[src/rtl/sram_bus_arbiter.sv]
`default_nettype none
// ============================================================================
// Module   : sram_bus_arbiter
// Brief    : Shares one SRAM-like memory port between the instruction-fetch
//            and load/store requesters. Data has priority; an anti-starvation
//            counter forces an inst grant after STARVE_LIMIT data wins.
//            Define SRAM_BUS_ARBITER_PERF_EN to add grant/wait perf counters.
// Revision : 1.0  initial release
// ============================================================================
module sram_bus_arbiter #(
    parameter int STARVE_LIMIT = 4
) (
    input  logic        clk,
    input  logic        reset,
`ifdef SRAM_BUS_ARBITER_PERF_EN
    output logic [31:0] perf_inst_grants,
    output logic [31:0] perf_data_grants,
    output logic [31:0] perf_wait_cycles,
`endif
    input  logic        inst_req,
    input  logic        inst_wr,
    input  logic [1:0]  inst_size,
    input  logic [3:0]  inst_wstrb,
    input  logic [31:0] inst_addr,
    input  logic [31:0] inst_wdata,
    output logic        inst_addr_ok,
    output logic        inst_data_ok,
    output logic [31:0] inst_rdata,
    input  logic        data_req,
    input  logic        data_wr,
    input  logic [1:0]  data_size,
    input  logic [3:0]  data_wstrb,
    input  logic [31:0] data_addr,
    input  logic [31:0] data_wdata,
    output logic        data_addr_ok,
    output logic        data_data_ok,
    output logic [31:0] data_rdata,
    output logic        mem_req,
    output logic        mem_wr,
    output logic [1:0]  mem_size,
    output logic [3:0]  mem_wstrb,
    output logic [31:0] mem_addr,
    output logic [31:0] mem_wdata,
    input  logic        mem_addr_ok,
    input  logic        mem_data_ok,
    input  logic [31:0] mem_rdata
);

    localparam logic [1:0] c_IDLE  = 2'd0;
    localparam logic [1:0] c_ADDR  = 2'd1;
    localparam logic [1:0] c_DATA  = 2'd2;
    localparam logic [3:0] c_LIMIT = 4'(STARVE_LIMIT);

    logic [1:0]  r_state;
    logic        r_owner;        // 0 = inst, 1 = data
    logic [3:0]  r_starve_cnt;
    logic        r_mem_req;
    logic        r_wr;
    logic [1:0]  r_size;
    logic [3:0]  r_wstrb;
    logic [31:0] r_addr;
    logic [31:0] r_wdata;

    logic        w_idle;
    logic        w_grant_data;
    logic        w_grant_inst;
    logic        w_resp;
    logic        w_busy;

    assign w_idle       = (r_state == c_IDLE);
    assign w_grant_data = w_idle && data_req && (!inst_req || (r_starve_cnt < c_LIMIT));
    assign w_grant_inst = w_idle && inst_req && !w_grant_data;
    // A response is accepted in DATA, or in ADDR when memory accepts and completes together.
    assign w_resp       = mem_data_ok && ((r_state == c_DATA) || ((r_state == c_ADDR) && mem_addr_ok));
    assign w_busy       = !w_idle;

    assign inst_addr_ok = w_grant_inst;
    assign data_addr_ok = w_grant_data;
    assign inst_data_ok = w_resp && !r_owner;
    assign data_data_ok = w_resp && r_owner;
    assign inst_rdata   = (w_busy && !r_owner) ? mem_rdata : 32'h0;
    assign data_rdata   = (w_busy && r_owner)  ? mem_rdata : 32'h0;

    assign mem_req   = r_mem_req;
    assign mem_wr    = r_wr;
    assign mem_size  = r_size;
    assign mem_wstrb = r_wstrb;
    assign mem_addr  = r_addr;
    assign mem_wdata = r_wdata;

    always_ff @(posedge clk) begin
        if (reset) begin
            r_state      <= c_IDLE;
            r_owner      <= 1'b0;
            r_starve_cnt <= 4'd0;
            r_mem_req    <= 1'b0;
            r_wr         <= 1'b0;
            r_size       <= 2'd0;
            r_wstrb      <= 4'd0;
            r_addr       <= 32'h0;
            r_wdata      <= 32'h0;
        end else begin
            case (r_state)
                c_IDLE: begin
                    if (!inst_req || w_grant_inst) begin
                        r_starve_cnt <= 4'd0;
                    end else if (w_grant_data && (r_starve_cnt < c_LIMIT)) begin
                        r_starve_cnt <= r_starve_cnt + 4'd1;
                    end
                    if (w_grant_inst || w_grant_data) begin
                        r_owner   <= w_grant_data;
                        r_wr      <= w_grant_data ? data_wr    : inst_wr;
                        r_size    <= w_grant_data ? data_size  : inst_size;
                        r_wstrb   <= w_grant_data ? data_wstrb : inst_wstrb;
                        r_addr    <= w_grant_data ? data_addr  : inst_addr;
                        r_wdata   <= w_grant_data ? data_wdata : inst_wdata;
                        r_mem_req <= 1'b1;
                        r_state   <= c_ADDR;
                    end
                end
                c_ADDR: begin
                    if (mem_addr_ok) begin
                        r_mem_req <= 1'b0;
                        r_state   <= mem_data_ok ? c_IDLE : c_DATA;
                    end
                end
                c_DATA: begin
                    if (mem_data_ok) begin
                        r_state <= c_IDLE;
                    end
                end
                default: begin
                    r_state   <= c_IDLE;
                    r_mem_req <= 1'b0;
                end
            endcase
        end
    end

`ifdef SRAM_BUS_ARBITER_PERF_EN
    logic        w_wait;
    logic [31:0] r_perf_inst;
    logic [31:0] r_perf_data;
    logic [31:0] r_perf_wait;

    assign w_wait = (inst_req && !w_grant_inst) || (data_req && !w_grant_data);

    always_ff @(posedge clk) begin
        if (reset) begin
            r_perf_inst <= 32'h0;
            r_perf_data <= 32'h0;
            r_perf_wait <= 32'h0;
        end else begin
            if (w_grant_inst) r_perf_inst <= r_perf_inst + 32'd1;
            if (w_grant_data) r_perf_data <= r_perf_data + 32'd1;
            if (w_wait)       r_perf_wait <= r_perf_wait + 32'd1;
        end
    end

    assign perf_inst_grants = r_perf_inst;
    assign perf_data_grants = r_perf_data;
    assign perf_wait_cycles = r_perf_wait;
`endif

endmodule
`default_nettype wire
[config.mk]
export PLATFORM = sky130hd
export DESIGN_NAME = sram_bus_arbiter
export DESIGN_NICKNAME = d
export VERILOG_FILES = /design/src/rtl/sram_bus_arbiter.sv
export SDC_FILE = /design/constraint.sdc
export NUM_CORES = 1
export LEC_CHECK = 0
export ABC_AREA = 1
export CELL_PAD_IN_SITES_DETAIL_PLACEMENT = 0
export CELL_PAD_IN_SITES_GLOBAL_PLACEMENT = 1
export CORE_AREA = 2 2 123 125
export DETAILED_ROUTE_END_ITERATION = 8
export DIE_AREA = 0 0 125 127
export DONT_BUFFER_PORTS = 1
export PLACE_DENSITY_LB_ADDON = 0.1
export SYNTH_ARGS = -nofsm -noshare
export SYNTH_HDL_FRONTEND = slang
export SYNTH_SLANG_ARGS = --single-unit
[constraint.sdc]
create_clock -name clk -period 1.5 [get_ports clk]
set_clock_uncertainty 0.1 [all_clocks]
set_input_delay 0.3 -clock clk [delete_from_list [all_inputs] [get_ports clk]]
set_output_delay 0.3 -clock clk [all_outputs]
set_load 0.02 [all_outputs]
* Yosys cells after proc, flatten, opt, wreduce, memory -nomap -nowiden
Index checks and enable logic that the tools add are counted.
** Operators by class
- Add/sub/neg operators :: 1
- $lt $le $gt $ge :: 1
- Equality and inequality tests :: 5
- Mux-type cells :: 17
- Bitwise gates (word level) :: 1
- Reduce and logical (&&, ||, !) cells :: 25
** Operators by type and width (number)
- $mux W32 :: 4
- $mux W4 :: 3
- $logic_and A1 B1 Y1 :: 11
- $mux W2 :: 5
- $pmux W2 S3 :: 1
- $reduce_and A3 Y1 :: 2
- $add A4 B1 Y4 const B :: 1
- $logic_not A1 Y1 :: 4
- $logic_or A1 B1 Y1 :: 4
- $lt A4 B3 Y1 const B :: 1
- $ne A2 B2 Y1 const B :: 2
- $reduce_and A2 Y1 :: 2
- $mux W1 :: 3
- $pmux W1 S3 :: 1
- $eq A2 B1 Y1 const B :: 1
- $eq A2 B2 Y1 const B :: 1
- $logic_not A2 Y1 :: 1
- $ne A2 B1 Y1 const B :: 1
- $reduce_bool A2 Y1 :: 1
- $not A1 Y1 :: 1
** Storage, ports and cells
- Register bits :: 79
- Input bits :: 180
- Output and inout bits :: 140
- Logic and storage cells :: 59

* Depth between registers and ports, before layout
Gate-level depths: netlist of run 1.
- Depth after elaboration :: 8
- Depth in mapped cells :: 10
- Depth with buffers taken out :: 8

* Worst setup path after synthesis of run 1
OpenSTA, ideal clock, no wires.
- Path kind :: register to output
- Start point :: register r_state[0]
- End point :: output port inst_addr_ok
- Arrival :: 1.540 ns
- Required time :: 1.100 ns
- Setup slack :: -0.440 ns
- Stages on the path, launching flop included :: 9
- Path buffers :: 2
- Path through :: dfxtp_1 > inv_2 > nand2_4 > nor2_8 > nand2_1 > buf_6 > buf_6 > inv_1 > nor3_1
** Between the ends
- Word-level cells in the longest chain between the ends :: 5
- Elaborated cells on any way between the ends :: 6
- Classes of those cells :: reduce/logical: 6
** RTL lines
- start: declaration :: line 54 : logic [1:0] r_state;
- start signal: assignment :: line 93 : r_state <= c_IDLE;
- start signal: assignment :: line 118 : r_state <= c_ADDR;
- start signal: assignment :: line 124 : r_state <= mem_data_ok ? c_IDLE : c_DATA;
- $logic_not A2 Y1 :: line 70 : assign w_idle = (r_state == c_IDLE);
- $logic_and A1 B1 Y1 (2 in a row) :: line 71 : assign w_grant_data = w_idle && data_req && (!inst_req || (r_starve_cnt < c_LIMIT));
- via data_addr_ok :: line 35 : output logic data_addr_ok,
- $logic_not A1 Y1 :: line 72 : assign w_grant_inst = w_idle && inst_req && !w_grant_data;
- $logic_and A1 B1 Y1 :: line 72
- end: declaration :: line 26 : output logic inst_addr_ok,
The timed path passes the listed nets, and every way through them passes these cells.

* Worst setup path after layout of run 1
- Start point :: register r_state[0]
- End point :: output port inst_addr_ok
** Between the ends
- Word-level cells in the longest chain between the ends :: 5
- Elaborated cells on any way between the ends :: 6
- Classes of those cells :: reduce/logical: 6
** RTL lines (line)
- $logic_not A2 Y1 * :: 70
- $logic_and A1 B1 Y1 (2 in a row) :: 71
- $logic_not A1 Y1 :: 72
- $logic_and A1 B1 Y1 * :: 72
Every way passes the cells marked *; elsewhere a longest branch is shown, timed or not.

==> run_results.csv, run 1 <==
group,metric,value,unit
layout,n_antenna_cell,0,
placed_design,post-dp-hpwl,11000,um
power,switching_share,36.0,%
power,p_comb_share,30.1,%
detailed_routing,ant_nets,0,
grt,grt_pass1_wl,23000,um
grt,grt_pass1_vias,4253,
grt,track_usage,18.1,%
layout,final_util,49.9,%
critical_path,cp.arrival,1.34,ns
sta,timing.final.crit_period,1.74,ns
synthesis,syn-cell-area,4580,sq um
floorplanning,start_util,31.8,%
sta,period_share,116,%
synthesis,syn_area_per_cell,5.94,sq um
synthesis,yosysMostFrequentCell,"inv_1",
critical_path,slowest_stage,"dfxtp_4",
synthesis,ys_ff_latch,79,
sta,max_slew_margin,48.0,%
floorplanning,dieArea,15900,sq um
synthesis,postSynthCellCount,771,
power,intPower,4700,uW
layout,finalInstanceArea,7200,sq um
clock_tree,cts_buffers,9,
flow_run,max_cap_violations,0,
grt,grt_max_degree,80,
detailed_routing,wirelength,17100,um
power,p_seq_share,38.3,%
sta,tns,-17.72,ns
synthesis,ys_seq_area_share,34.5,%
power,p_leak,0.00359,uW
layout,layout-drive-gt1-share,37.5,%
power,powerDensity,1020,nW/um^2
sta,tightest_slew,0.778,ns
clock_tree,cts-root-buf,"clkbuf_16",
critical_path,startpoint_type,"flop",
critical_path,crit_path_max_incr_delay,0.37,ns
critical_path,required,1.10,ns
detailed_routing,drc,0,
power,peakVddDrop,0.000556,V
floorplanning,core,14400,sq um
power,p_clk_share,31.7,%
outcome,status,"complete, but fails checks",
clock_tree,clk_pin_slew_worst_paths,0.06,ns
sta,whs,-0.00266,ns
synthesis,yosysUniqueCellTypes,21,
placed_design,io_buffers,0,
worst_hold_path,hold_class,"primary input to flop",
synthesis,ys.flop_type,"dfxtp_1",
synthesis,synth_edf_count,0,
layout,areaGrowthSynthToFinish,57.2,%
sta,setup_viol,141,
synthesis,yosysTopAreaCell,"dfxtp_1",
synthesis,synthesis.nets,952,
critical_path,cp-end-kind,"output pin",
power,power,7350,uW
grt,antenna_found_initial,0,
clock_tree,cts.sinks,79,
detailed_routing,drtIter0Drc,172,
clock_tree,cts_max_level,3,
clock_tree,cts_buffer_depth,2,
sta,hold_viol_final,1,
layout,final_nets,970,
grt,grt_overflow,0,
synthesis,yosysWarnings,0,
layout,final_cells,977,
critical_path,crit_type,"flop to output pin",
floorplanning,die_height,127,um
sta,worst_slack,-0.241,ns
detailed_routing,dr_total_vias,4708,
clock_tree,clkLatencyLatePin,0.34,ns
synthesis,ys_top_cells_by_count,"inv_1, nand2_1, nand3_1",
detailed_routing,drt-wirelength-per-cell,17.5,um
sta,rsz0062_at_grt,"yes",
synthesis,synth.top_cell.area_share,34.5,%
outcome,violations,"negative hold slack, negative setup slack",
synthesis,synth_area_leaders,"dfxtp_1, nand3_1, inv_1",
clock_tree,cts_tree,"yes",
detailed_routing,vias_per_cell,4.82,
detailed_routing,drt_first_pass_iters,4,
critical_path,crit_fanout,4,
floorplanning,rows,44,
sta,slew_viol_final,0,
floorplanning,io_pins,320,
sta,max_freq,0.574,GHz
placed_design,dp_cells,938,
critical_path,crit_chain,"inv_4 > nand2_8 > nor2_8 > nand2_4 > clkinvlp_4 > nor3_4",
power,power_switching,2650,uW
synthesis,async_flop_share,0,%
floorplanning,die_w,125,um
placed_design,place_area,5470,sq um
placed_design,place.gp.congestion,0.783,
## through the flow
stage	hold WS [ns]	worst slack (ns)
2_1_floorplan	0.333	-0.207
3_3_place_gp	0.286	0.00694
3_5_place_dp	0.281	-0.0279
4_1_cts	-0.0830	-0.287
5_1_grt	0.00217	-0.293
6_report	-0.00266	-0.241
## power by group through the flow
stage | clock, uW | combinational, uW | sequential [uW]
2_1_floorplan | 0 | 1270 | 2780
3_3_place_gp | 0 | 1570 | 2860
3_5_place_dp | 0 | 1590 | 2860
4_1_cts | 2410 | 1660 | 2820
5_1_grt | 2500 | 2420 | 2840
6_report | 2330 | 2210 | 2810
## state kept, by name, summed over array words and instances (netlist names)
name          cells
mem_req           1
mem_wr            1
mem_wdata        32
r_state           2
r_starve_cnt      4
r_owner           1
mem_wstrb         4
mem_addr         32
mem_size          2
## cell families after synthesis
group,Yosys count,synth area share (%)
DFF,79,34.5
buffers and inverters,235,20.6
adders and majority gates,1,0.273
and+or+nand+nor,373,35.3
AOI/OAI and AO/OA,83,9.29
## worst max-delay path: cells and delay by family (launching register included)
kind | cells | cell delay, ns
AND/OR/NAND/NOR | 4 | 0.47
flip-flops | 1 | 0.37
buffers and inverters | 2 | 0.16
## final cells by class
type | instances | area (sq um)
Multi-Input combinational cell | 457 | 3430
Tap cell | 184 | 230
Fill cell | 1392 | 7220
Timing Repair Buffer | 59 | 941
Clock buffer | 9 | 225
Inverter | 183 | 698
Sequential cell | 79 | 1590
Clock inverter | 6 | 86.3
## final timing paths
check                                startpoint              end  slack (ns)  cells after the start
worst max register to register       r_state[0]     mem_addr[27]       -0.10                     11
worst min register to register  r_starve_cnt[1]  r_starve_cnt[1]        0.37                      2
worst max-delay path                 r_state[0]     inst_addr_ok       -0.24                      6
worst min-delay path                      reset     mem_addr[10]      -0.003                      3
## layer usage
metal / vias to the layer above / GRT usage (%) / routed length, um
li1: 2381 / - / -
met1: 2108 / 20.1 / 6910
met2: 196 / 31.5 / 8590
met3: 23 / 6.57 / 1290
met4: 0 / 7.06 / 354
met5: - / 0 / 0
## timing repair
action / CTS / global route
hold endpoints to repair: 48 / 13
gates cloned: 1 / 15
hold buffers: 1 / 1
gates resized for setup: 10 / 238
setup buffers: 6 / 1
endpoints found under the setup margin: 73 / 143
pin swaps: 8 / 32
## layout by cell type (no fill, tap or decap), types with 7 or more instances in the layout
cell	n
buf_6	8
nand3_2	71
nor2_1	7
buf_12	16
nand2_4	60
nand3_1	74
clkbuf_16	20
dfxtp_1	76
buf_4	18
nand2_1	75
a21oi_1	75
inv_1	179
nor2_4	62
nand2_2	14
Power figures use the tool's default switching activity.
==> run 2, diff against run 1 <==
--- a/config.mk
+++ b/config.mk
@@ -8,9 +8,10 @@
 export ABC_AREA = 1
 export CELL_PAD_IN_SITES_DETAIL_PLACEMENT = 0
 export CELL_PAD_IN_SITES_GLOBAL_PLACEMENT = 1
-export CORE_AREA = 2 2 123 125
+export CORE_AREA = 2 2 124 126
+export CTS_BUF_LIST = sky130_fd_sc_hd__clkbuf_4 sky130_fd_sc_hd__clkbuf_8
 export DETAILED_ROUTE_END_ITERATION = 8
-export DIE_AREA = 0 0 125 127
+export DIE_AREA = 0 0 126 128
 export DONT_BUFFER_PORTS = 1
 export PLACE_DENSITY_LB_ADDON = 0.1
 export SYNTH_ARGS = -nofsm -noshare
==> constraint.sdc (replaced) <==
create_clock -name clk -period 2.2 [get_ports clk]
set_clock_uncertainty 0.1 [all_clocks]
set_input_delay 0.44 -clock clk [delete_from_list [all_inputs] [get_ports clk]]
set_output_delay 0.44 -clock clk [all_outputs]
set_load 0.02 [all_outputs]
==> run_results.csv, run 2 (same netlist as run 1, synthesis figures left out) <==
group,metric,value,unit
sta,max_slew_margin,45.3,%
critical_path,crit_fanout,32,
critical_path,rr_endpoint,"mem_addr[6]",
critical_path,startpoint_type,"flop",
detailed_routing,ant_nets,0,
detailed_routing,drtIter0Drc,197,
layout,layout-drive-gt1-share,12.9,%
power,powerDensity,740,nW/um^2
placed_design,post-dp-hpwl,10600,um
sta,period_share,93.3,%
floorplanning,die_w,126,um
sta,hold_viol_final,0,
layout,final_nets,990,
placed_design,place.gp.congestion,0.767,
grt,grt_pass1_vias,4157,
layout,n_antenna_cell,0,
sta,tightest_slew,0.821,ns
layout,final_cells,1002,
sta,tns,0,ns
placed_design,dp_cells,983,
critical_path,required,1.66,ns
sta,whs,0.0712,ns
power,peakVddDrop,0.000352,V
grt,track_usage,17.0,%
outcome,status,"completed",
critical_path,cp-end-kind,"output pin",
floorplanning,io_pins,320,
clock_tree,clk_pin_slew_worst_paths,0.08,ns
layout,final_util,36.5,%
detailed_routing,drt-wirelength-per-cell,14.3,um
flow_run,max_cap_violations,0,
floorplanning,die_height,128,um
layout,fill_cells,1659,
sta,worst_slack,0.148,ns
sta,timing.final.crit_period,2.05,ns
worst_hold_path,holdPathEnd,"r_state[0]",
floorplanning,core,14900,sq um
worst_hold_path,hold_start,"reset",
floorplanning,start_util,30.8,%
critical_path,crit_type,"flop to output pin",
detailed_routing,drc,0,
power,p_leak,0.00308,uW
placed_design,io_buffers,0,
worst_hold_path,hold_class,"primary input to flop",
floorplanning,dieArea,16100,sq um
worst_hold_path,holdPathStages,1,
sta,slew_viol_final,0,
layout,final_common_cell,"inv_1",
clock_tree,cts_buffer_depth,2,
critical_path,reg2reg_depth,6,
grt,grt_pass1_wl,21600,um
clock_tree,clkLatencyLatePin,0.36,ns
detailed_routing,drt_first_pass_iters,5,
grt,antenna_found_initial,0,
detailed_routing,vias_per_cell,4.61,
clock_tree,cts-root-buf,"clkbuf_8",
clock_tree,cts_buffers,9,
layout,layout_common_cells,"inv_1, nand2_1, nand3_1",
placed_design,dp_worst_setup_slack,0.368,ns
sta,setup_viol,0,
grt,grt_max_degree,80,
critical_path,cp.arrival,1.51,ns
clock_tree,cts_tree,"yes",
layout,areaGrowthSynthToFinish,18.3,%
detailed_routing,dr_total_vias,4619,
critical_path,r2r_start,"r_state[0]",
sta,rsz0062_at_grt,"no",
floorplanning,rows,45,
sta,max_freq,0.487,GHz
clock_tree,cts_max_level,3,
grt,grt_overflow,0,
clock_tree,cts.sinks,79,
detailed_routing,wirelength,14300,um
critical_path,r2r_slack,0.44,ns
[run 2: changes by cell type in the layout (fill, tap and decap cells not counted), sizes merged]
cell | before | now
clkinvlp | 2 | 0
dlygate4sd3 | 1 | 0
buf | 46 | 79
clkinv | 3 | 1
bufinv | 2 | 1
dlymetal6s4s | 1 | 0
clkbuf | 20 | 14
inv | 182 | 183
[run 2: worst max-delay path, stage by stage (launching register included)]
cell     delay, ns
dfxtp_2       0.39
inv_2         0.06
nand2_4       0.13
nand2_1       0.08
buf_6         0.19
nor2_1        0.13
buf_4         0.16
[run 2: how the worst max path moves through the flow]
stage,start,endpoint,slack (ns),cells after the start
after CTS,r_state[0],inst_addr_ok,0.006,7
after detailed placement,r_state[0],mem_addr[2],0.37,6
after floorplan,data_req,inst_addr_ok,0.12,7
after global placement,r_state[0],mem_addr[2],0.38,6
final,r_state[0],inst_rdata[2],0.15,6
after global routing,r_state[0],inst_rdata[2],0.01,6
[run 2: timing repair]
item	CTS	global route
hold buffers	0	0
setup endpoints to repair	0	65
gates resized for setup	0	4
buffers inserted	0	3
[run 2: layout make-up]
cell class | count | area, sq um | area share (%)
Clock buffer | 14 | 174 | 3.21
Inverter | 183 | 687 | 12.7
Multi-Input combinational cell | 457 | 2070 | 38.3
Clock inverter | 2 | 38.8 | 0.716
Sequential cell | 79 | 1580 | 29.2
Timing Repair Buffer | 79 | 626 | 11.5
Tap cell | 188 | 235 | 4.34
[run 2: where the power goes]
part | switching, uW | internal (uW) | total (uW)
registers | 322 | 1590 | 1920
logic | 593 | 347 | 940
clock network | 526 | 628 | 1150
total | 1440 | 2570 | 4010
[run 2: layer usage]
layer  up-vias  GRT usage [%]  routed length (um)
li1       2402              -                   -
met2       190           29.4                6900
met3        22           6.43                1240
met5         -              0                   0
met4         0           5.75                 305
met1      2005           19.2                5850
[run 2: through the flow]
stage / area (sq um) / total power, uW
floorplan: 4580 / 2630
global placement: 5170 / 2880
detailed placement: 5170 / 2900
CTS: 5390 / 4080
global route: 5420 / 4280
finish: 5420 / 4010
==> run 3, diff against run 2 <==
--- a/config.mk
+++ b/config.mk
@@ -8,10 +8,10 @@
 export ABC_AREA = 1
 export CELL_PAD_IN_SITES_DETAIL_PLACEMENT = 0
 export CELL_PAD_IN_SITES_GLOBAL_PLACEMENT = 1
-export CORE_AREA = 2 2 124 126
+export CORE_AREA = 2 2 122 124
 export CTS_BUF_LIST = sky130_fd_sc_hd__clkbuf_4 sky130_fd_sc_hd__clkbuf_8
 export DETAILED_ROUTE_END_ITERATION = 8
-export DIE_AREA = 0 0 126 128
+export DIE_AREA = 0 0 124 126
 export DONT_BUFFER_PORTS = 1
 export PLACE_DENSITY_LB_ADDON = 0.1
 export SYNTH_ARGS = -nofsm -noshare
==> constraint.sdc (replaced) <==
create_clock -name clk -period 2.1 [get_ports clk]
set_clock_uncertainty 0.1 [all_clocks]
set_input_delay 0.42 -clock clk [delete_from_list [all_inputs] [get_ports clk]]
set_output_delay 0.42 -clock clk [all_outputs]
set_load 0.02 [all_outputs]
==> run_results.csv, run 3 (same netlist as run 1, synthesis figures left out) <==
group,metric,value,unit
detailed_routing,drtIter0Drc,217,
flow_run,max_cap_violations,0,
detailed_routing,vias_per_cell,4.62,
sta,max_freq,0.499,GHz
critical_path,cp-end-kind,"output pin",
sta,period_share,95.5,%
detailed_routing,wirelength,14700,um
grt,antenna_found_initial,0,
clock_tree,cts_tree,"yes",
detailed_routing,drt_first_pass_iters,4,
clock_tree,cts_max_level,3,
critical_path,reg2reg_depth,7,
worst_hold_path,holdPathStages,3,
outcome,status,"completed",
layout,fill_cells,1578,
clock_tree,clk_pin_slew_worst_paths,0.09,ns
placed_design,place.gp.congestion,0.963,
layout,areaGrowthSynthToFinish,19.5,%
clock_tree,cts_buffer_depth,2,
sta,slew_viol_final,0,
layout,final-seq-area,1590,sq um
critical_path,required,1.58,ns
sta,max_slew_margin,67.2,%
floorplanning,start_util,32.0,%
placed_design,dp_worst_setup_slack,0.318,ns
sta,worst_slack,0.0943,ns
layout,final_nets,991,
critical_path,startpoint_type,"flop",
floorplanning,core,14300,sq um
power,p_leak,0.00310,uW
power,peakVddDrop,0.000307,V
sta,setup_viol,0,
placed_design,io_buffers,0,
critical_path,crit_fanout,32,
layout,n_antenna_cell,0,
grt,grt_pass1_vias,4019,
detailed_routing,drc,0,
layout,multi_input_area,2080,sq um
layout,layout_common_cells,"inv_1, nand2_1, nand3_1",
sta,tightest_slew,0.491,ns
floorplanning,rows,44,
sta,timing.final.crit_period,2.01,ns
placed_design,post-dp-hpwl,10800,um
critical_path,crit_type,"flop to output pin",
grt,grt_overflow,0,
floorplanning,die_w,124,um
floorplanning,io_pins,320,
sta,hold_viol_final,0,
grt,grt_max_degree,80,
floorplanning,die_height,126,um
detailed_routing,drt-wirelength-per-cell,14.7,um
layout,final_common_cell,"inv_1",
sta,whs,0.103,ns
detailed_routing,ant_nets,0,
clock_tree,cts_buffers,9,
worst_hold_path,hold_class,"primary input to flop",
floorplanning,dieArea,15600,sq um
grt,grt_pass1_wl,21500,um
detailed_routing,dr_total_vias,4614,
sta,rsz0062_at_grt,"yes",
clock_tree,cts.sinks,79,
clock_tree,clkLatencyLatePin,0.36,ns
layout,layout-drive-gt1-share,13.0,%
clock_tree,cts-root-buf,"clkbuf_8",
power,powerDensity,786,nW/um^2
critical_path,cp.arrival,1.49,ns
grt,track_usage,17.8,%
run 3: final cells by class:
type	count	area share (%)
clock inverters	5	1.49
well taps	184	4.20
clock buffers	11	2.65
flip-flops and latches	79	29.0
multi-input cells	457	38.0
inverters	183	12.5
repair buffers	80	12.2
run 3: path summary, 6_finish.rpt:
| check | startpoint | endpoint | slack [ns] |
|---|---|---|---|
| worst max register to register | r_state[0] | mem_wdata[16] | 0.46 |
| worst min-delay path | reset | mem_addr[25] | 0.10 |
| worst min register to register | r_starve_cnt[1] | r_starve_cnt[1] | 0.38 |
| worst max-delay path | r_state[0] | data_rdata[24] | 0.09 |
run 3: what timing repair did:
action | 4_1_cts | 5_1_grt
setup buffers | 0 | 2
hold buffers | 1 | 0
resized for setup | 2 | 2
endpoints found under the hold margin | 1 | 0
setup endpoints to repair | 45 | 67
run 3: where the power goes:
group	internal [uW]	total (uW)	leakage [uW]	switching [uW]
clock	715	1300	0.000113	580
sequential	1670	2000	0.000657	334
combinational	378	1010	0.00233	628
run 3: per-layer routing:
metal / vias up / track usage (%) / wire length, um
met5: - / 0 / 0
met2: 186 / 28.9 / 6800
met4: 0 / 6.01 / 219
li1: 2400 / - / -
met3: 16 / 7.43 / 1820
met1: 2012 / 21.0 / 5830
run 3: through the flow:
| step | utilization (%) | area (sq um) | std cells | power, uW | TNS (ns) |
|---|---|---|---|---|---|
| floorplan | - | 4580 | 771 | 2750 | 0 |
| global placement | 36.4 | 5210 | 980 | 3040 | 0 |
| detailed placement | 36.4 | 5210 | 980 | 3060 | 0 |
| CTS | 38.1 | 5460 | 997 | 4380 | 0 |
| global route | 38.3 | 5480 | 999 | 4590 | -0.0208 |
| finish | 38.3 | 5480 | 999 | 4300 | 0 |
run 3: worst max-delay path: stages (launching register included):
cell	delay (ns)
dfxtp_4	0.39
inv_2	0.06
nand2_4	0.12
nand2_1	0.10
buf_12	0.18
nor2_1	0.12
buf_4	0.16
